File: config.mk
export PLATFORM = sky130hd
export DESIGN_NAME = pipeline_ctrl
export DESIGN_NICKNAME = d
export VERILOG_FILES = /design/src/rtl/pipeline_ctrl_pkg.sv /design/src/rtl/pipeline_ctrl_hazard_detect.sv /design/src/rtl/pipeline_ctrl.sv
export SDC_FILE = /design/constraint.sdc
export NUM_CORES = 1
export LEC_CHECK = 0
export ABC_AREA = 1
export CAP_MARGIN = 20
export CORE_MARGIN = 10
export CORE_UTILIZATION = 35
export DETAILED_ROUTE_END_ITERATION = 12
export PLACE_DENSITY = 0.57
export SYNTH_ARGS = -nofsm -noshare
export SYNTH_HDL_FRONTEND = slang
export SYNTH_SLANG_ARGS = --single-unit
File: constraint.sdc
create_clock -name clk -period 2.7 [get_ports clk]
set_input_delay 0.27 -clock clk [delete_from_list [all_inputs] [get_ports clk]]
set_output_delay 0.27 -clock clk [all_outputs]
set_load 0.02 [all_outputs]
File: src/rtl/pipeline_ctrl_pkg.sv
// Shared ARM pipeline definitions: controller state encoding, NOP constant, operand match helper.
// Latency: n/a (types and constants only).
// Backpressure: n/a.
package pipeline_ctrl_pkg;

  localparam int REG_W = 4;

  // Instruction loaded into a stage register when a bubble is inserted (mov r0, r0).
  localparam logic [31:0] NOP_INSTR = 32'hE1A0_0000;

  typedef enum logic [1:0] {
    ST_IDLE  = 2'd0,
    ST_WAIT  = 2'd1,
    ST_ERROR = 2'd2
  } ctrl_state_e;

  // True when the instruction in ID reads register d.
  function automatic logic src_match(
    input logic [REG_W-1:0] src1,
    input logic [REG_W-1:0] src2,
    input logic             two_src,
    input logic             valid,
    input logic [REG_W-1:0] d
  );
    return valid & ((src1 == d) | (two_src & (src2 == d)));
  endfunction

endpackage

File: src/rtl/pipeline_ctrl_hazard_detect.sv
// Register-dependency hazard detector for the instruction in ID.
// Latency: combinational, zero cycles.
// Backpressure: none; pure function of its inputs.
// Ports: fwd_en selects load-use-only checking; id_* describe the ID operands;
//        exe_*/mem_* describe the producers in EXE and MEM; hazard is the result.
module hazard_detect
  import pipeline_ctrl_pkg::*;
(
  input  logic             fwd_en,
  input  logic [REG_W-1:0] id_src1,
  input  logic [REG_W-1:0] id_src2,
  input  logic             id_two_src,
  input  logic             id_valid,
  input  logic [REG_W-1:0] exe_dest,
  input  logic             exe_wb_en,
  input  logic             exe_mem_r_en,
  input  logic [REG_W-1:0] mem_dest,
  input  logic             mem_wb_en,
  output logic             hazard
);

  logic exe_match;
  logic mem_match;

  always_comb begin
    exe_match = src_match(id_src1, id_src2, id_two_src, id_valid, exe_dest);
    mem_match = src_match(id_src1, id_src2, id_two_src, id_valid, mem_dest);
    hazard    = 1'b0;
    if (fwd_en) begin
      // Forwarding covers everything except a load whose data is not back yet.
      hazard = exe_wb_en & exe_mem_r_en & exe_match;
    end else begin
      hazard = (exe_wb_en & exe_match) | (mem_wb_en & mem_match);
    end
  end

endmodule

File: src/rtl/pipeline_ctrl.sv
// Central freeze/flush/bubble controller with data-memory timeout supervision and perf counters.
// Latency: control outputs combinational (zero cycles); mem_error and counters registered (one edge).
// Backpressure: a busy memory handshake freezes the whole pipeline until mem_ready or request drop.
// Ports: clk/rst (async active-low); hazard inputs (fwd_en, id_*, exe_*, mem_dest/mem_wb_en);
//        branch_taken; mem_req/mem_ready handshake; freeze_front, bubble_id, freeze_back, flush;
//        mem_error sticky flag; stall_cnt/flush_cnt saturating counters.
module pipeline_ctrl
  import pipeline_ctrl_pkg::*;
#(
  parameter int MEM_TIMEOUT = 16,
  parameter int CNT_W       = 16
) (
  input  logic             clk,
  input  logic             rst,
  input  logic             fwd_en,
  input  logic [REG_W-1:0] id_src1,
  input  logic [REG_W-1:0] id_src2,
  input  logic             id_two_src,
  input  logic             id_valid,
  input  logic [REG_W-1:0] exe_dest,
  input  logic             exe_wb_en,
  input  logic             exe_mem_r_en,
  input  logic [REG_W-1:0] mem_dest,
  input  logic             mem_wb_en,
  input  logic             branch_taken,
  input  logic             mem_req,
  input  logic             mem_ready,
  output logic             freeze_front,
  output logic             bubble_id,
  output logic             freeze_back,
  output logic             flush,
  output logic             mem_error,
  output logic [CNT_W-1:0] stall_cnt,
  output logic [CNT_W-1:0] flush_cnt
);

  // Last wait_cnt value at which one more busy edge is still tolerated.
  localparam logic [7:0] TIMEOUT_LAST = 8'(MEM_TIMEOUT - 1);

  ctrl_state_e      state_q, state_d;
  logic [7:0]       wait_cnt_q, wait_cnt_d;
  logic             mem_error_q, mem_error_d;
  logic [CNT_W-1:0] stall_cnt_q, stall_cnt_d;
  logic [CNT_W-1:0] flush_cnt_q, flush_cnt_d;
  logic             busy;
  logic             hazard;

  hazard_detect u_hazard (
    .fwd_en       (fwd_en),
    .id_src1      (id_src1),
    .id_src2      (id_src2),
    .id_two_src   (id_two_src),
    .id_valid     (id_valid),
    .exe_dest     (exe_dest),
    .exe_wb_en    (exe_wb_en),
    .exe_mem_r_en (exe_mem_r_en),
    .mem_dest     (mem_dest),
    .mem_wb_en    (mem_wb_en),
    .hazard       (hazard)
  );

  assign busy = mem_req & ~mem_ready;

  // Memory wait supervision.
  always_comb begin
    state_d    = state_q;
    wait_cnt_d = wait_cnt_q;
    case (state_q)
      ST_IDLE: begin
        if (busy) begin
          state_d    = ST_WAIT;
          wait_cnt_d = 8'd1;
        end
      end
      ST_WAIT: begin
        if (busy) begin
          if (wait_cnt_q == TIMEOUT_LAST) begin
            state_d = ST_ERROR;
          end
          wait_cnt_d = wait_cnt_q + 8'd1;
        end else begin
          // Ready or request withdrawn: the next request is a fresh access.
          state_d    = ST_IDLE;
          wait_cnt_d = 8'd0;
        end
      end
      ST_ERROR: begin
        // Absorbing until reset.
      end
      default: begin
        state_d    = ST_IDLE;
        wait_cnt_d = 8'd0;
      end
    endcase
  end

  // Pipeline controls, highest priority first. A taken branch during a busy
  // access stays parked in EXE and is flushed in the ready cycle.
  always_comb begin
    freeze_front = 1'b0;
    freeze_back  = 1'b0;
    flush        = 1'b0;
    bubble_id    = 1'b0;
    if ((state_q == ST_ERROR) || busy) begin
      freeze_front = 1'b1;
      freeze_back  = 1'b1;
    end else if (branch_taken) begin
      // The ID instruction is squashed, so any hazard it carries is moot.
      flush = 1'b1;
    end else if (hazard) begin
      freeze_front = 1'b1;
      bubble_id    = 1'b1;
    end
  end

  // Sticky error flag and saturating counters.
  always_comb begin
    mem_error_d = mem_error_q | (state_d == ST_ERROR);
    stall_cnt_d = stall_cnt_q;
    flush_cnt_d = flush_cnt_q;
    if (freeze_front && (stall_cnt_q != {CNT_W{1'b1}})) begin
      stall_cnt_d = stall_cnt_q + CNT_W'(1);
    end
    if (flush && (flush_cnt_q != {CNT_W{1'b1}})) begin
      flush_cnt_d = flush_cnt_q + CNT_W'(1);
    end
  end

  always_ff @(posedge clk or negedge rst) begin
    if (!rst) begin
      state_q     <= ST_IDLE;
      wait_cnt_q  <= 8'd0;
      mem_error_q <= 1'b0;
      stall_cnt_q <= '0;
      flush_cnt_q <= '0;
    end else begin
      state_q     <= state_d;
      wait_cnt_q  <= wait_cnt_d;
      mem_error_q <= mem_error_d;
      stall_cnt_q <= stall_cnt_d;
      flush_cnt_q <= flush_cnt_d;
    end
  end

  assign mem_error = mem_error_q;
  assign stall_cnt = stall_cnt_q;
  assign flush_cnt = flush_cnt_q;

endmodule

After elaboration in Yosys (flattened, before gate mapping)
Cells that the tools add are included.
{"block": "classes", "n_addsub": 3, "n_eq_ne": 11, "mux": 15, "bitwise_logic": 15, "reduce_logical": 5}
{"operator": "$add 16x1->16 const B", "count": 2}
{"operator": "$ne 16x16->1 const B", "count": 2}
{"operator": "$pmux 8 s3", "count": 1}
{"operator": "$eq 4x4->1", "count": 4}
{"operator": "$mux 8", "count": 2}
{"operator": "$and 1x1->1", "count": 9}
{"operator": "$add 8x1->8 const B", "count": 1}
{"operator": "$eq 8x4->1 const B", "count": 1}
{"operator": "$mux 1", "count": 8}
{"operator": "$mux 2", "count": 3}
{"operator": "$pmux 2 s3", "count": 1}
{"operator": "$eq 2x2->1 const B", "count": 2}
{"operator": "$or 1x1->1", "count": 4}
{"operator": "$eq 2x1->1 const B", "count": 1}
{"operator": "$logic_and 1x1->1", "count": 2}
{"operator": "$logic_not 2->1", "count": 1}
{"operator": "$ne 2x2->1 const B", "count": 1}
{"operator": "$not 1->1", "count": 2}
{"operator": "$reduce_and 2->1", "count": 1}
{"operator": "$logic_or 1x1->1", "count": 1}
{"block": "word_totals", "reg_bits": 43, "in_bits": 27, "out_inout_bits": 37, "elab_cells": 54}

Depth between registers and ports, before layout
Gate-level depths: netlist of run 1.
{"block": "logic_depth", "depth_word": 11, "mapped_depth": 14, "mapped_depth_nobuf": 13}

Hierarchy
Synthesis of run 1 repeated with hierarchy kept, for this count alone.
{"block": "unflattened", "cells_unflattened": 415, "area_unflattened_um2": 2945.3}
{"mod": "pipeline_ctrl", "instances": 1, "cells_each": 350, "area_each_um2": 2652.5, "seq_area_each_um2": 1076.0}
{"mod": "hazard_detect", "instances": 1, "cells_each": 65, "area_each_um2": 292.8, "seq_area_each_um2": 0.0}

Worst setup path after synthesis of run 1
OpenSTA, ideal clock, no wires.
{"block": "synth_timing", "path_type": "register to register", "start": "register stall_cnt_q[0] (netlist: stall_cnt[0])", "end": "register stall_cnt_q[6] (netlist: stall_cnt[6])", "setup_ns": 0.117, "arrival_time_ns": 1.554, "t_required_ns": 2.583, "slack_ns": 1.029, "stages_incl_launch_ff": 8, "path_buffers": 1, "period_less_slack_ns": 1.671, "path_cell_list": "dfrtp_1 -> ha_1 -> nand3_1 -> nor2_4 -> nand4_4 -> buf_2 -> nand3_1 -> nand2_1"}
{"block": "synth_between", "elab_chain_len": 2, "elab_cells_between_ends": 3, "classes_between": "1 x add/sub; 1 x eq/ne; 1 x reduce/logical"}
{"element": "start, declared", "line": "pipeline_ctrl.sv:43", "source": "logic [CNT_W-1:0] stall_cnt_q, stall_cnt_d;"}
{"element": "start signal, assigned", "line": "pipeline_ctrl.sv:140", "source": "stall_cnt_q <= stall_cnt_d;"}
{"element": "branches (longest 2 deep; another with $add 16x1->16)"}
Several ways; the timed one is not identified.
A chain may end at the register's enable or synchronous reset.

Final worst setup path of run 1
{"block": "layout_timing", "start": "input exe_dest[3]", "end": "output bubble_id"}
{"block": "layout_between", "elab_chain_len": 10, "elab_cells_between_ends": 12, "classes_between": "2 x eq/ne; 4 x mux; 6 x bitwise"}
{"element": "start, declared", "line": "pipeline_ctrl.sv:20", "source": "input logic [REG_W-1:0] exe_dest,"}
{"element": "$eq 4x4->1", "line": "pipeline_ctrl_pkg.sv:25", "source": "return valid & ((src1 == d) | (two_src & (src2 == d)));"}
{"element": "$and 1x1->1", "line": "pipeline_ctrl_pkg.sv:25"}
{"element": "$or 1x1->1 (*)", "line": "pipeline_ctrl_pkg.sv:25"}
{"element": "$and 1x1->1 (*)", "line": "pipeline_ctrl_pkg.sv:25"}
{"element": "$and 1x1->1", "line": "pipeline_ctrl_hazard_detect.sv:33", "source": "hazard = (exe_wb_en & exe_match) | (mem_wb_en & mem_match);"}
{"element": "$or 1x1->1", "line": "pipeline_ctrl_hazard_detect.sv:33"}
{"element": "$mux 1 (*)", "line": "pipeline_ctrl_hazard_detect.sv:29", "source": "if (fwd_en) begin"}
{"element": "$mux 1 (*)", "line": "pipeline_ctrl.sv:110", "source": "end else if (hazard) begin"}
{"element": "$mux 1 (*)", "line": "pipeline_ctrl.sv:107", "source": "end else if (branch_taken) begin"}
{"element": "$mux 1 (*)", "line": "pipeline_ctrl.sv:104", "source": "if ((state_q == ST_ERROR) || busy) begin"}
{"element": "end, declared", "line": "pipeline_ctrl.sv:29", "source": "output logic bubble_id,"}
Every way passes the cells marked *; elsewhere a longest branch is shown, timed or not.

==> results of run 1 <==
==> area by class of cell <==
cell class / count / area, µm² / share of cell area, %
clock inverters: 2 / 12.51 / 0.3545
inverters: 44 / 165.2 / 4.679
clock buffers: 6 / 72.57 / 2.056
repair buffers: 64 / 633.1 / 17.94
flip-flops and latches: 43 / 1076 / 30.49
well taps: 102 / 127.6 / 3.616
multi-input cells: 256 / 1443 / 40.87
==> sequential cells by signal, indices dropped and copies added (netlist names) <==
name        flops
state_q         2
mem_error       1
stall_cnt      16
wait_cnt_q      8
flush_cnt      16
==> stage by stage <==
stage	std cells	cell area, µm²	total power (µW)
floorplan	346	2720	1149
global placement	509	3445	1421
detailed placement	509	3445	1422
CTS	517	3530	1838
global route	517	3530	1939
finish	517	3530	1814
==> routing by layer <==
| layer | part of all wire [%] | vias to the layer above | wire length, µm |
|---|---|---|---|
| met3 | 7.8 | 2 | 507 |
| li1 | - | 1228 | - |
| met5 | 0 | - | 0 |
| met1 | 47 | 1082 | 3064 |
| met2 | 45 | 46 | 2922 |
| met4 | 0.44 | 0 | 29 |
==> cells in the final DEF, fill, tap and decap left out, types with 2 or more instances in the layout <==
master / count
clkbuf_8: 5
clkdlybuf4s50_1: 62
dfrtp_1: 43
ha_1: 3
inv_1: 37
inv_2: 7
nand2_1: 96
nand2_2: 13
nand2_4: 5
nand3_1: 37
nand4_1: 4
nor2_1: 30
nor2_2: 2
nor2_4: 3
nor3_1: 4
nor3_4: 2
nor4_1: 2
o21ai_0: 7
o21ai_1: 2
xnor2_1: 16
xor2_1: 19
==> logic make-up after synthesis <==
| logic type | synth area share [%] |
|---|---|
| AOI/OAI and AO/OA | 2.898 |
| and+or+nand+nor | 37.49 |
| buffers and inverters | 7.406 |
| DFF | 39.56 |
| adders and majority gates | 1.380 |
| xor gates and xnor gates | 11.27 |
==> power groups by stage <==
stage / combinational, µW / sequential (µW) / clock, µW
CTS: 576 / 840 / 422
global route: 633 / 855 / 451
finish: 566 / 837 / 411
floorplan: 232 / 917 / 0
global placement: 569 / 852 / 0
detailed placement: 572 / 850 / 0
==> final timing paths <==
path	startpoint	to	slack [ns]	cells after the start
max	exe_dest[3]	bubble_id	0.35	12
min	rst	flush_cnt[9]$_DFFE_PN0P_	0.12	1
max reg2reg	stall_cnt[0]$_DFFE_PN0P_	stall_cnt[3]$_DFFE_PN0P_	0.80	7
min reg2reg	mem_error$_DFF_PN0_	mem_error$_DFF_PN0_	0.48	1
max in group asynchronous	rst	wait_cnt_q[1]$_DFFE_PN0P_	1.96	1
min in group clk	mem_error$_DFF_PN0_	mem_error$_DFF_PN0_	0.48	1
==> impl_metrics.yaml, run 1 <==
outcome:
  status: "complete, no violations"
grt:
  grt_pass1_vias: 2337
  globalRouteOverflowTotal: 0
  top_usage_layer: "met2"
  grtUsageMet1_pct: 14.73
  met2_usage_pct: 18.23
  grt_pass1_wl_um: 11160
  grt_max_degree: 44
  met3_usage_pct: 4.343
  antenna_found_initial: 0
  grt_util_all_layers_pct: 11.54
die:
  start_util_pct: 35.57
  die_area_um2: 11700
  ioPinCount: 64
  die_w_um: 108.2
  rows: 32
  die_h_um: 108.2
  design.core.area_um2: 7647
sta:
  finalClockSkew_ns: 0.01164
  period_share_pct: 86.91
  max_freq_mhz: 426.1
  rsz0062_at_grt: "false"
  period_minus_slack_ns: 2.347
  hold_viol_final: 0
  maxSlewViolCount: 0
  slew-limit-headroom_pct: 34.94
  setup_tns_ns: 0
  setup_violations: 0
  hold_slack_ns: 0.1247
  tightest_slew_ns: 0.9759
  setup_ws_ns: 0.3533
logic_synthesis:
  syn_inst: 346
  synth_edf_count: 0
  synth_fp_nets: 376
  yosysMostFrequentCell: "nand2_1"
  ys_ff_latch: 43
  synth_top_area_share_pct: 39.56
  async_flop_share_pct: 100.0
  synth_area_leaders: "dfrtp_1 40%, nand2_1 13%, nand3_1 6.8%, xor2_1 6.1%, xnor2_1 5.2%"
  yosysWarnings: 0
  synth_seq_area_share_pct: 39.56
  syn-cell-area_um2: 2720
  yosysTopAreaCell: "dfrtp_1"
  avgSynthCellArea_um2: 7.862
  ys_types: 33
  ys.flop_type: "dfrtp_1"
  synth_commonest_cells: "96 x nand2_1, 43 x dfrtp_1, 37 x inv_1, 37 x nand3_1, 30 x nor2_1"
power_and_ir_drop:
  switchingPower_uw: 644.8
  power-per-cell-area_nw_per_um2: 514.0
  pwr-share-comb_pct: 31.2
  swShare_pct: 35.54
  leakagePower_uw: 0.001688
  ir_drop_uv: 394.5
  power_frac_seq_pct: 46.1
  pwr-share-clk_pct: 22.7
  power.internal_uw: 1170
clocking:
  clk_pin_slew_ns: 0.09
  clock_sinks: 43
  post_cts_resize_count: 0
  cts_root_buffer: "clkbuf_8"
  cts.htree.levels: 2
  cts-buffers-inserted: 5
  clockBufferDepth: 2
  cts_tree: "done"
  clkLatencyLatePin_ns: 0.29
  post-cts-setup-buffer-count: 0
  hold_buffers: 0
placed_design:
  place_worst_setup_slack_ns: 0.3288
  port_buffers: 63
  place_hpwl_um: 4949
  place_congestion: 0.8387
min_path:
  hp-class: "input pin to async pin"
worst_setup_path:
  cp_top_family: "buffers and inverters"
  worstPathCellList: "clkdlybuf4s50_1 > inv_1 > nand2_1 > nand2_1 > nor2_1 > nand2_1 > nand2_1 > nand2_1 > nand2_2 > nand2_4 > nor2_1 > clkdlybuf4s50_1"
  crit_buf_inv: 3
  cp_common_cell: "nand2_1"
  cpPeakStageDelay_ns: 0.62
  critical_path_class: "input pin to output port"
  crit_path_top_delay_cell: "clkdlybuf4s50_1"
  arrival_ns: 2.08
  path_max_fanout: 4
  cp-start-kind: "input pin"
  end_kind: "output port"
  cp.required_ns: 2.43
detailed_routing:
  wl_per_cell_um: 12.62
  drt-vias-per-instance: 4.561
  antenna_left: 0
  drt_iter0_drc: 140
  vias: 2358
  finalWirelength_um: 6523
  drtPass1Iterations: 4
  drc: 0
final_layout:
  final_layout_size_suffix_gt1_share_pct: 11.33
  utilization_pct: 46.16
  area_delta_synth_final_pct: 29.76
  final.fill_count: 760
  final_nets: 444
  antennaDiodeCount: 0
flow_run:
  drv_cap: 0
Power figures use the tool's default switching activity.
==> inputs of run 2 (changes only) <==
ABC_AREA = unset   (was 1)
PLACE_DENSITY = 0.58   (was 0.57)
==> run 2 against run 1 <==
Net effect:
- final area is 9.6% lower
- final cell count decreased by 26%
- area after synthesis decreased by 13%
- critical path depth fell by 8
- register-to-register slack got worse by 0.31 ns
- non-clock buffer count up 4
- count of clock-buffer cells in the layout up 1
- clock skew is 0.0039 ns lower
- power grew 0.85%
- largest cell class unchanged
- largest power group unchanged
==> impl_metrics.yaml, run 2 <==
final_layout:
  area_delta_synth_final_pct: 35.21
  final_layout_size_suffix_gt1_share_pct: 9.901
  final_nets: 332
  layout_common_cells: "60 x clkdlybuf4s50_1, 43 x dfrtp_1, 28 x xnor2_1"
  final.fill_count: 624
  final_common_cell: "clkdlybuf4s50_1"
  antennaDiodeCount: 0
sta:
  maxSlewViolCount: 0
  slew-limit-headroom_pct: 62.74
  hold_slack_ns: 0.4668
  max_freq_mhz: 428.8
  rsz0062_at_grt: "false"
  finalClockSkew_ns: 0.007771
  period_share_pct: 86.38
  setup_tns_ns: 0
  hold_viol_final: 0
  period_minus_slack_ns: 2.332
  tightest_slew_ns: 0.5530
  setup_violations: 0
worst_setup_path:
  critical_path_class: "flip-flop to output port"
  path_max_fanout: 12
  reg2reg_to: "stall_cnt[1]$_DFFE_PN0P_"
  crit_end: "freeze_back"
  end_kind: "output port"
  reg2reg_slack_ns: 0.49
  worstSetupStartpoint: "state_q[0]$_DFF_PN0_"
  arrival_ns: 2.06
  cp-start-kind: "flip-flop"
  ff2ff_path_depth: 6
  rr_startpoint: "stall_cnt[0]$_DFFE_PN0P_"
  cp.required_ns: 2.43
placed_design:
  port_buffers: 63
  place_congestion: 0.7982
  place_hpwl_um: 4295
die:
  die_w_um: 102.1
  ioPinCount: 64
  rows: 29
  design.core.area_um2: 6459
  start_util_pct: 36.54
  die_area_um2: 10430
  die_h_um: 102.1
detailed_routing:
  vias: 1929
  antenna_left: 0
  drt-vias-per-instance: 5.076
  finalWirelength_um: 5779
  wl_per_cell_um: 15.21
  drtPass1Iterations: 4
  drc: 0
  drt_iter0_drc: 82
grt:
  globalRouteOverflowTotal: 0
  grt_max_degree: 44
  grt_pass1_wl_um: 9811
  antenna_found_initial: 0
  grt_pass1_vias: 2010
  grt_util_all_layers_pct: 11.69
clocking:
  clk_pin_slew_ns: 0.08
  clockBufferDepth: 2
  cts.htree.levels: 2
  clkLatencyLatePin_ns: 0.29
  cts_root_buffer: "clkbuf_8"
  clock_sinks: 43
  cts_tree: "done"
  cts-buffers-inserted: 5
power_and_ir_drop:
  swShare_pct: 33.22
  power_frac_seq_pct: 46.7
  ir_drop_uv: 429.4
  power-per-cell-area_nw_per_um2: 573.5
  pwr-share-clk_pct: 21.7
  pwr-share-comb_pct: 31.6
  switchingPower_uw: 607.9
  power.internal_uw: 1222
  leakagePower_uw: 0.001343
logic_synthesis:
  synth_seq_area_share_pct: 45.60
  yosysMostFrequentCell: "dfrtp_1"
  synth_top_area_share_pct: 45.60
  syn_inst: 234
  synth_edf_count: 0
  syn-cell-area_um2: 2360
  synth_area_leaders: "dfrtp_1 46%, xnor2_1 10%, xor2_1 5.9%, nand2_1 4.0%, mux2_2 3.8%"
  yosysTopAreaCell: "dfrtp_1"
  synth_fp_nets: 264
  ys_types: 35
  yosysWarnings: 0
  synth_commonest_cells: "43 x dfrtp_1, 28 x xnor2_1, 25 x nand2_1, 17 x nor2_1, 16 x xor2_1"
  async_flop_share_pct: 100.0
  ys_ff_latch: 43
  ys.flop_type: "dfrtp_1"
  avgSynthCellArea_um2: 10.08
flow_run:
  drv_cap: 0
outcome:
  status: "complete, no violations"
min_path:
  hp-class: "input pin to async pin"
## run 2: per-stage QoR
step	util, %	std cells	area [µm²]	power [µW]	worst slack [ns]
final	49.40	380	3191	1830	0.3677
after global placement	47.48	370	3067	1439	0.04571
after detailed placement	47.48	370	3067	1441	0.03686
after global routing	49.40	380	3191	1949	0.2671
after floorplan	-	234	2360	1142	0.5698
after CTS	48.74	378	3148	1850	0.02888
## run 2: critical path, cell delays in order, from the launching register on
cell,delay (ns)
dfrtp_1,0.52
nor2b_1,0.23
nand2b_1,0.21
buf_4,0.19
clkdlybuf4s50_1,0.61
## run 2: per-layer routing
layer	global-route usage (%)	vias up	part of all wire [%]	wire length (µm)
met3	4.858	6	7.7	446
li1	-	954	-	-
met4	3.579	0	1.1	63
met2	17.58	53	43	2473
met1	14.95	916	48	2795
met5	0	-	0	0
## run 2: cell families (layout without fill, tap and decap cells)
| kind of cell | Yosys count | after routing | share of synthesized area (%) |
|---|---|---|---|
| buf+inv | 11 | 80 | 2.227 |
| compound gates | 29 | 29 | 9.332 |
| flops | 43 | 43 | 45.60 |
| simple gates | 95 | 95 | 20.68 |
| mux | 9 | 9 | 4.242 |
| fa+ha+maj | 3 | 3 | 1.591 |
| xor+xnor | 44 | 44 | 16.33 |
## run 2: power groups by stage
stage | Sequential, µW | Clock [µW] | Combinational [µW]
4_1_cts | 851 | 416 | 583
3_3_place_gp | 864 | 0 | 575
5_1_grt | 871 | 444 | 634
6_report | 855 | 397 | 578
2_1_floorplan | 949 | 0 | 193
3_5_place_dp | 860 | 0 | 581
## run 2: repair_timing
action,CTS,global route
endpoints found under the setup margin,0,2
endpoints found under the hold margin,0,18
gates resized for setup,0,2
buffers inserted,0,0
hold buffers,0,1
## run 2: how the worst min path moves through the flow
stage / startpoint / end / slack [ns]
after global routing: rst / wait_cnt_q[2]$_DFFE_PN0P_ / 0.50
final: rst / wait_cnt_q[1]$_DFFE_PN0P_ / 0.47
after global placement: mem_error$_DFF_PN0_ / mem_error$_DFF_PN0_ / 0.46
after CTS: rst / flush_cnt[4]$_DFFE_PN0P_ / 0.17
after detailed placement: mem_error$_DFF_PN0_ / mem_error$_DFF_PN0_ / 0.46
after floorplan: rst / flush_cnt[0]$_DFFE_PN0P_ / -0.03
## run 2: layout make-up
class | instances | area (µm²) | share of cell area (%)
clock buffers | 7 | 76.32 | 2.392
multi-input cells | 180 | 1231 | 38.59
inverters | 4 | 15.01 | 0.4706
flip-flops and latches | 43 | 1076 | 33.73
clock inverters | 1 | 5.005 | 0.1569
well taps | 77 | 96.34 | 3.020
repair buffers | 68 | 690.7 | 21.65
